`src/rtl/seg_disp_pkg.sv`:
```
// Shared constants and helpers for the APB multiplexed 7-segment driver.
// Register offsets, brightness ceiling and the active-low hex decoder.
package seg_disp_pkg;

    localparam logic [6:0] OFF_CTRL       = 7'h00;
    localparam logic [6:0] OFF_DIGITS_LO  = 7'h04;
    localparam logic [6:0] OFF_DIGITS_HI  = 7'h08;
    localparam logic [6:0] OFF_DP_MASK    = 7'h0C;
    localparam logic [6:0] OFF_DIG_EN     = 7'h10;
    localparam logic [6:0] OFF_BRIGHT     = 7'h14;
    localparam logic [6:0] OFF_BLINK_MASK = 7'h18;
    localparam logic [6:0] OFF_STATUS     = 7'h1C;

    localparam logic [4:0] BRIGHT_MAX = 5'd16;

    // Active-low {g,f,e,d,c,b,a} pattern for one hex nibble.
    function automatic logic [6:0] hex7(input logic [3:0] v);
        logic [6:0] s;
        case (v)
            4'h0: s = 7'h40;
            4'h1: s = 7'h79;
            4'h2: s = 7'h24;
            4'h3: s = 7'h30;
            4'h4: s = 7'h19;
            4'h5: s = 7'h12;
            4'h6: s = 7'h02;
            4'h7: s = 7'h78;
            4'h8: s = 7'h00;
            4'h9: s = 7'h10;
            4'hA: s = 7'h08;
            4'hB: s = 7'h03;
            4'hC: s = 7'h46;
            4'hD: s = 7'h21;
            4'hE: s = 7'h06;
            default: s = 7'h0E;
        endcase
        return s;
    endfunction

endpackage

```
`src/rtl/seg_scan_timer.sv`:
```
// Digit scan timing: slot prescaler, digit index, frame tick, PWM phase.
// Everything is held at zero while the display is disabled.
module seg_scan_timer
    import seg_disp_pkg::*;
#(
    parameter int N_DIGITS = 8,
    parameter int SCAN_DIV = 40000,
    parameter int IW = (N_DIGITS > 1) ? $clog2(N_DIGITS) : 1
) (
    input  logic          clock,
    input  logic          reset,
    input  logic          enable,
    output logic [IW-1:0] scan_idx,
    output logic          frame_tick,
    output logic [3:0]    pwm_cnt
);

    localparam int PW = (SCAN_DIV > 1) ? $clog2(SCAN_DIV) : 1;
    localparam logic [PW-1:0] PRE_LAST = PW'(SCAN_DIV - 1);
    localparam logic [IW-1:0] IDX_LAST = IW'(N_DIGITS - 1);

    logic [PW-1:0] presc;
    logic          slot_tick;

    assign slot_tick  = enable && (presc == PRE_LAST);
    assign frame_tick = slot_tick && (scan_idx == IDX_LAST);

    // Prescaler, digit index and free-running PWM counter.
    always_ff @(posedge clock) begin
        if (reset || !enable) begin
            presc    <= '0;
            scan_idx <= '0;
            pwm_cnt  <= '0;
        end else begin
            pwm_cnt <= pwm_cnt + 4'd1;
            presc   <= slot_tick ? '0 : presc + 1'b1;
            if (slot_tick)
                scan_idx <= (scan_idx == IDX_LAST) ? '0 : scan_idx + 1'b1;
        end
    end

endmodule

```
`src/rtl/apb_seg_display_mux.sv`:
```
// APB-controlled multiplexed 7-segment driver: registers, blink, pin drive.
// Pins are registered, so they trail the scan state by one clock.
module apb_seg_display_mux
    import seg_disp_pkg::*;
#(
    parameter int N_DIGITS     = 8,
    parameter int SCAN_DIV     = 40000,
    parameter int BLINK_FRAMES = 64,
    parameter int DW           = 32,
    parameter int AW           = 32
) (
    input  logic                clock,
    input  logic                reset,
    input  logic [AW-1:0]       pADDR,
    input  logic                pSEL,
    input  logic                pENABLE,
    input  logic                pWRITE,
    input  logic [DW-1:0]       pWDATA,
    output logic [DW-1:0]       pRDATA,
    output logic                pREADY,
    output logic                pSLVERR,
    output logic [N_DIGITS-1:0] anode_select,
    output logic [6:0]          segs,
    output logic                dp
);

    localparam int IW = (N_DIGITS > 1) ? $clog2(N_DIGITS) : 1;
    localparam int BW = (BLINK_FRAMES > 1) ? $clog2(BLINK_FRAMES) : 1;
    localparam logic [BW-1:0] BLINK_LAST = BW'(BLINK_FRAMES - 1);
    localparam logic [63:0] DMASK = (N_DIGITS >= 16) ? {64{1'b1}}
                                  : ((64'd1 << (4 * N_DIGITS)) - 64'd1);
    localparam logic [N_DIGITS-1:0] ONE = 1;

    logic [6:0]          off;
    logic                access, mapped, wr, rd;
    logic                ctrl_en, blink_en;
    logic [63:0]         digits;
    logic [N_DIGITS-1:0] dp_mask, dig_en, blink_mask;
    logic [4:0]          bright;
    logic [BW-1:0]       blink_cnt;
    logic                phase;
    logic [IW-1:0]       scan_idx;
    logic                frame_tick;
    logic [3:0]          pwm_cnt;
    logic [3:0]          nib [N_DIGITS];
    logic                lit;
    logic                unused_addr;

    assign off     = pADDR[6:0];
    assign access  = pSEL & pENABLE & pREADY;
    assign mapped  = (off[1:0] == 2'b00) && (off[6:5] == 2'b00);
    assign wr      = access & pWRITE & mapped;
    assign rd      = access & ~pWRITE & mapped;
    assign pREADY  = 1'b1;
    assign pSLVERR = access & ~mapped;
    assign unused_addr = ^pADDR[AW-1:7];

    seg_scan_timer #(
        .N_DIGITS (N_DIGITS),
        .SCAN_DIV (SCAN_DIV),
        .IW       (IW)
    ) u_timer (
        .clock      (clock),
        .reset      (reset),
        .enable     (ctrl_en),
        .scan_idx   (scan_idx),
        .frame_tick (frame_tick),
        .pwm_cnt    (pwm_cnt)
    );

    // Register file writes; unmapped and erroring accesses never get here.
    always_ff @(posedge clock) begin
        if (reset) begin
            ctrl_en    <= 1'b0;
            blink_en   <= 1'b0;
            digits     <= '0;
            dp_mask    <= '0;
            dig_en     <= '1;
            bright     <= '0;
            blink_mask <= '0;
        end else if (wr) begin
            case (off)
                OFF_CTRL: begin
                    ctrl_en  <= pWDATA[0];
                    blink_en <= pWDATA[1];
                end
                OFF_DIGITS_LO:  digits[31:0]  <= pWDATA & DMASK[31:0];
                OFF_DIGITS_HI:  digits[63:32] <= pWDATA & DMASK[63:32];
                OFF_DP_MASK:    dp_mask    <= pWDATA[N_DIGITS-1:0];
                OFF_DIG_EN:     dig_en     <= pWDATA[N_DIGITS-1:0];
                OFF_BRIGHT:     bright     <= (pWDATA > DW'(BRIGHT_MAX))
                                              ? BRIGHT_MAX : pWDATA[4:0];
                OFF_BLINK_MASK: blink_mask <= pWDATA[N_DIGITS-1:0];
                default: ;
            endcase
        end
    end

    // Read mux; zero whenever no valid read is in its access phase.
    always_comb begin
        pRDATA = '0;
        if (rd) begin
            case (off)
                OFF_CTRL:       pRDATA = {30'd0, blink_en, ctrl_en};
                OFF_DIGITS_LO:  pRDATA = digits[31:0];
                OFF_DIGITS_HI:  pRDATA = digits[63:32];
                OFF_DP_MASK:    pRDATA = DW'(dp_mask);
                OFF_DIG_EN:     pRDATA = DW'(dig_en);
                OFF_BRIGHT:     pRDATA = DW'(bright);
                OFF_BLINK_MASK: pRDATA = DW'(blink_mask);
                OFF_STATUS:     pRDATA = {23'd0, phase, 4'd0, 4'(scan_idx)};
                default:        pRDATA = '0;
            endcase
        end
    end

    // Blink phase flips after BLINK_FRAMES complete frames.
    always_ff @(posedge clock) begin
        if (reset || !ctrl_en || !blink_en) begin
            blink_cnt <= '0;
            phase     <= 1'b0;
        end else if (frame_tick) begin
            if (blink_cnt == BLINK_LAST) begin
                blink_cnt <= '0;
                phase     <= ~phase;
            end else begin
                blink_cnt <= blink_cnt + 1'b1;
            end
        end
    end

    // Unpack the digit register into one nibble per scanned digit.
    always_comb begin
        for (int i = 0; i < N_DIGITS; i++)
            nib[i] = digits[4*i +: 4];
    end

    assign lit = ctrl_en & dig_en[scan_idx]
               & ({1'b0, pwm_cnt} < bright)
               & ~(phase & blink_mask[scan_idx]);

    // Registered pin drive; blank whenever the current digit is dark.
    always_ff @(posedge clock) begin
        if (reset || !lit) begin
            anode_select <= '1;
            segs         <= 7'h7F;
            dp           <= 1'b1;
        end else begin
            anode_select <= ~(ONE << scan_idx);
            segs         <= hex7(nib[scan_idx]);
            dp           <= ~dp_mask[scan_idx];
        end
    end

endmodule

```
`config.mk`:
```
export PLATFORM = sky130hd
export DESIGN_NAME = apb_seg_display_mux
export DESIGN_NICKNAME = d
export VERILOG_FILES = /design/src/rtl/seg_disp_pkg.sv /design/src/rtl/seg_scan_timer.sv /design/src/rtl/apb_seg_display_mux.sv
export SDC_FILE = /design/constraint.sdc
export NUM_CORES = 1
export LEC_CHECK = 0
export BUFFER_PORTS_ARGS = -buffer_cell sky130_fd_sc_hd__buf_2
export CAP_MARGIN = 20
export CORE_ASPECT_RATIO = 0.6
export CORE_UTILIZATION = 40
export DETAILED_ROUTE_END_ITERATION = 6
export GPL_TIMING_DRIVEN = 0
export PLACE_DENSITY = 0.73
export SYNTH_ARGS = -nofsm -noshare
export SYNTH_HDL_FRONTEND = slang
export SYNTH_SLANG_ARGS = --single-unit
```
`constraint.sdc`:
```
create_clock -name clock -period 3.4 [get_ports clock]
set_input_delay 0 -clock clock [delete_from_list [all_inputs] [get_ports clock]]
set_output_delay 0 -clock clock [all_outputs]
set_load 0.05 [all_outputs]
```
Word level (Yosys, flattened, before mapping)
Memory sizes are Yosys's and may differ from the RTL's. A register that Yosys moved wholly into a read port is not among the register bits.
Index checks and enable logic that the tools add are counted.
Word-level totals
  input bits: 69
  output and inout bits: 50
  memories kept: 1
  ROM bits: 112
  register bits after elaboration: 102
Operators by class
  bitwise logic cells: 17
  equal/unequal tests: 9
  shift-type cells: 1
  muxes and demuxes: 14
  $add $sub $neg: 4
  reduce and logical (&&, ||, !) cells: 20
  order comparisons: 4
Memory list
  (no name shown): depth 16, bits a word 7, read ports 1, clocked after Yosys merged registers in 1, wr ports 0, RTL line seg_disp_pkg.sv:19  | case (v)
Operators with widths (count)
  $pmux W32 S7: 1
  $gt A32 B5 Y1 const B: 1
  $mux W32: 1
  $eq A7 B5 Y1 const B: 4
  $add A16 B1 Y16 const B: 1
  $eq A16 B16 Y1 const B: 1
  $reduce_and A2 Y1: 7
  $bmux W4 S3: 1
  $and A1 B1 Y1: 10
  $bmux W1 S3: 3
  $mux W4: 2
  $not A8 Y8: 1
  $shl A1 B3 Y8 const A: 1
  $eq A7 B3 Y1 const B: 1
  $eq A7 B4 Y1 const B: 1
  $logic_not A7 Y1: 1
  $add A6 B1 Y6 const B: 1
  $eq A6 B6 Y1 const B: 1
  $mux W6: 1
  $lt A4 B5 Y1: 1
  $mux W5: 1
  $not A1 Y1: 5
  $add A4 B1 Y4 const B: 1
  $ge A4 B4 Y1 const B: 1
  11 further kinds: 20

Longest topological paths before layout
  depth in word-level cells: 7
  gate-level depth with buffers: 10
  depth with buffers taken out: 8

Cells and area by module
From an unflattened synthesis, not the netlist that was laid out.
Second synthesis, totals
  cells, all modules: 624
  area total of the unflattened synthesis: 5449.0 um2
By module, submodules not included
  apb_seg_display_mux: instances 1, cells each 514, area an instance 4429.2 um2
  seg_scan_timer: instances 1, cells each 110, area an instance 1019.7 um2

Worst setup path after synthesis
No wires, ideal clock.
  path type: register to register
  start point: reg u_timer.scan_idx[0]
  end point: reg segs[3]
  arrival: 2.380 ns
  stages on the path, launching flop included: 10
  buffers on the path: 2
  clock period less this slack: 2.504 ns
  setup slack: 0.896 ns
  data required time: 3.276 ns
  cell sequence: dfxtp_1 buf_2 buf_2 mux4_2 mux2i_1 inv_1 ha_1 nand2b_1 o211ai_1 nand3_1
Between the ends
  cells in the longest elaborated chain, start to end: 7
  elaborated cells between the ends (all ways): 15
RTL lines
  start: declaration: RTL line seg_scan_timer.sv:13  | output logic [IW-1:0] scan_idx,
  start signal: assignment: RTL line seg_scan_timer.sv:38  | scan_idx <= (scan_idx == IDX_LAST) ? '0 : scan_idx + 1'b1;
  $bmux W1 S3 (on tied branches): RTL line apb_seg_display_mux.sv:138, apb_seg_display_mux.sv:140
  $mux W1 (on tied branches): RTL line apb_seg_display_mux.sv:138, apb_seg_display_mux.sv:140
  $and A1 B1 Y1 (on tied branches): RTL line apb_seg_display_mux.sv:138, apb_seg_display_mux.sv:140
  $and A1 B1 Y1 / $not A1 Y1 (equally long branches): RTL line apb_seg_display_mux.sv:139, apb_seg_display_mux.sv:140
  $and A1 B1 Y1: RTL line apb_seg_display_mux.sv:140  | & ~(phase & blink_mask[scan_idx]);
  $logic_not A1 Y1: RTL line apb_seg_display_mux.sv:144  | if (reset || !lit) begin
  $logic_or A1 B1 Y1: RTL line apb_seg_display_mux.sv:144
  end: declaration: RTL line apb_seg_display_mux.sv:23  | output logic [6:0] segs,
Parallel ways exist; a longest one is shown, timed or not. The select of a mux whose other input is x is not followed.
A chain may end at the register's enable or synchronous reset.

Final worst setup path
Ends and elaborated chain as after synthesis.

==> impl_metrics.ini <==
[run_status]
status = finished clean

[clock_tree]
clk_pin_slew_worst_paths_ps = 70
insertion_delay_ps = 360
cts-resized-gates = 0
cts_htree_levels = 3
numCtsBuffers = 9
cts-root-buf = clkbuf_16
cts_tree = yes
post_cts_buffers = 0
clk_path_buf_depth = 2
cts_sinks = 109

[power_and_ir_drop]
ir_worst_vdd_mv = 0.276
power_mw = 2.57
cellPowerDensity_mw_per_mm2 = 379
power.leakage_nw = 2.60

[logic_synthesis]
synth_top_area_share_pct = 40.0
ys_ff_latch = 109
synth_top_area_cell = dfxtp_1
postSynthCellCount = 615
postSynthNetCount = 702
synth-async-reset-ratio_pct = 0
ys.flop_type = dfxtp_1
synthTopCellsByArea = dfxtp_1, nand2_1, mux4_2
synth_common_cells = dfxtp_1, nand2_1, nor2_1
synth_most_common_cell = dfxtp_1
syn_avg_cell_area_um2 = 8.87
synth.distinct_cells = 59
yosysWarningCount = 0
synthesis.area_mm2 = 0.00546
synth-edff-count = 0
ys_seq_area_share_pct = 40.0

[setup_path]
critical_path_class = flop to flop
cpPeakStageDelay_ps = 550
cp-end-kind = flop
cp.arrival_ps = 3240
path_delay_family = multiplexers
critPathBufInv = 3
cpMostUsedCell = buf_2
crit_chain = buf_2 -> buf_2 -> mux4_2 -> mux2i_1 -> inv_1 -> ha_1 -> nand2b_1 -> o211ai_1 -> nand3_1
path_max_fanout = 10
required_ps = 3640
worst_setup_path_start_kind = flop
critPathSlowestCell = mux4_2

[placement]
placed_cells = 875
preCtsSetupSlack_ps = 390
gp_congestion = 0.876
hpwl_mm = 11.2
placed_area_mm2 = 0.00612
io_buffers = 90

[finish]
final_util_pct = 51.7
synthToLayoutAreaGrowth_pct = 24.1
num-nets-final = 835
layoutNonFillerInstCount = 923
drive_gt1_share_pct = 20.7
final_area_mm2 = 0.00677
insertedDiodeCount = 0

[floorplanning]
io_pins = 119
core_mm2 = 0.0131
std_cell_rows = 32
fp.dieArea_mm2 = 0.0141
initial_core_util_pct = 41.7
die_x_um = 153
die_h_um = 92.5

[detailed_routing]
drc_errors = 0
drtPass1Iterations = 7
wl_per_cell_um = 16.4
vias = 4939
drt-initial-drc-count = 464
finalWirelength_mm = 15.1
vias_per_cell = 5.35
drtAntennaViolNets = 0

[sta]
setup_tns_ps = 0
period_minus_slack_ps = 3000
slew_headroom_pct = 40.4
min_period_over_period_pct = 88.3
finalWorstSetupSlack_ps = 399
maxSlewViolCount = 0
rsz0062_at_grt = no
max_freq_mhz = 333
finalHoldViolCount = 0
worstMarginPinSlew_ps = 887
clock_skew_ps = 10.8
final-setup-viol-count = 0
hold-worst-slack_ps = 107

[global_routing]
track_usage_pct = 22.6
grt_pass1_wl_mm = 24.8
top_usage_layer = met2
met3_usage_pct = 5.66
met1_usage_pct = 32.4
antenna_found_initial = 0
use_met2_pct = 33.4
grt_max_degree = 20
gr-total-overflow = 0
first_global_vias = 4717

[worst_hold_path]
hp-class = primary input to flop

[flow_run]
cap_violations = 0
==> path summary, 6_finish.rpt <==
check / from / endpoint / cells after the start / slack (ps)
max: u_timer.scan_idx[0]$_SDFFE_PP0P_ / segs[3]$_SDFF_PP1_ / 9 / 400
min: reset / u_timer.scan_idx[2]$_SDFFE_PP0P_ / 3 / 110
max reg2reg: u_timer.scan_idx[0]$_SDFFE_PP0P_ / segs[3]$_SDFF_PP1_ / 9 / 400
min reg2reg: u_timer.presc[0]$_SDFF_PP0_ / u_timer.presc[0]$_SDFF_PP0_ / 1 / 470
==> layer usage <==
metal	routed length (µm)	part of all wire, %
met1	7350	49
met2	6250	41
met3	1290	8.5
met4	229	1.5
met5	0	0
==> cell families after synthesis <==
logic type                 count (synthesis)  share of synthesized area, %
muxes                                     46                          11.7
buffers and inverters                     50                          4.38
DFF                                      109                          40.0
and+or+nand+nor                          285                          26.7
other                                      1                        0.0687
adders and majority gates                 18                          4.13
xor gates and xnor gates                  21                          3.37
AOI/OAI and AO/OA                         85                          9.63
==> flip-flops by register name, summed over array words and instances (netlist names) <==
register,flops
blink_mask,8
phase,1
u_timer.presc,16
blink_cnt,6
ctrl_en,1
digits,32
u_timer.pwm_cnt,4
dp_mask,8
dig_en,8
anode_select,8
bright,5
blink_en,1
dp,1
u_timer.scan_idx,3
segs,7
==> tightest hold or removal path: cells and delay by family <==
kind / cells / cell delay, ps
and+or+nand+nor: 2 / 290
buffers and inverters: 1 / 110
==> layout by cell type (no fill, tap or decap), types with 16 or more instances in the layout <==
cell,count
clkbuf_1,16
nor2_1,51
dlygate4sd3_1,32
buf_2,104
and2_1,27
nand3_1,38
a21oi_1,48
ha_1,18
dfxtp_1,109
nand2_1,106
mux2i_1,29
==> repair_timing <==
action	in CTS	in global routing
hold buffers	32	0
endpoints found under the hold margin	54	0
setup endpoints to repair	0	0
==> area by class of cell <==
class                      instances  area, µm²
fill                            1209       6320
multi-input combinational        456       3040
sequential                       109       2180
timing repair buffer             122        771
clock buffer                       9        225
tap                              170        213
buffer                            37        190
clock inverter                     7        105
inverter                          13       48.8
==> power breakdown <==
group          switching [mW]  total (mW)  internal, mW
Sequential           0.000109        1.28          1.28
Clock                   0.509        1.17         0.658
Combinational          0.0704       0.127        0.0563
Note: power is estimated with default switching activity, not from simulation.
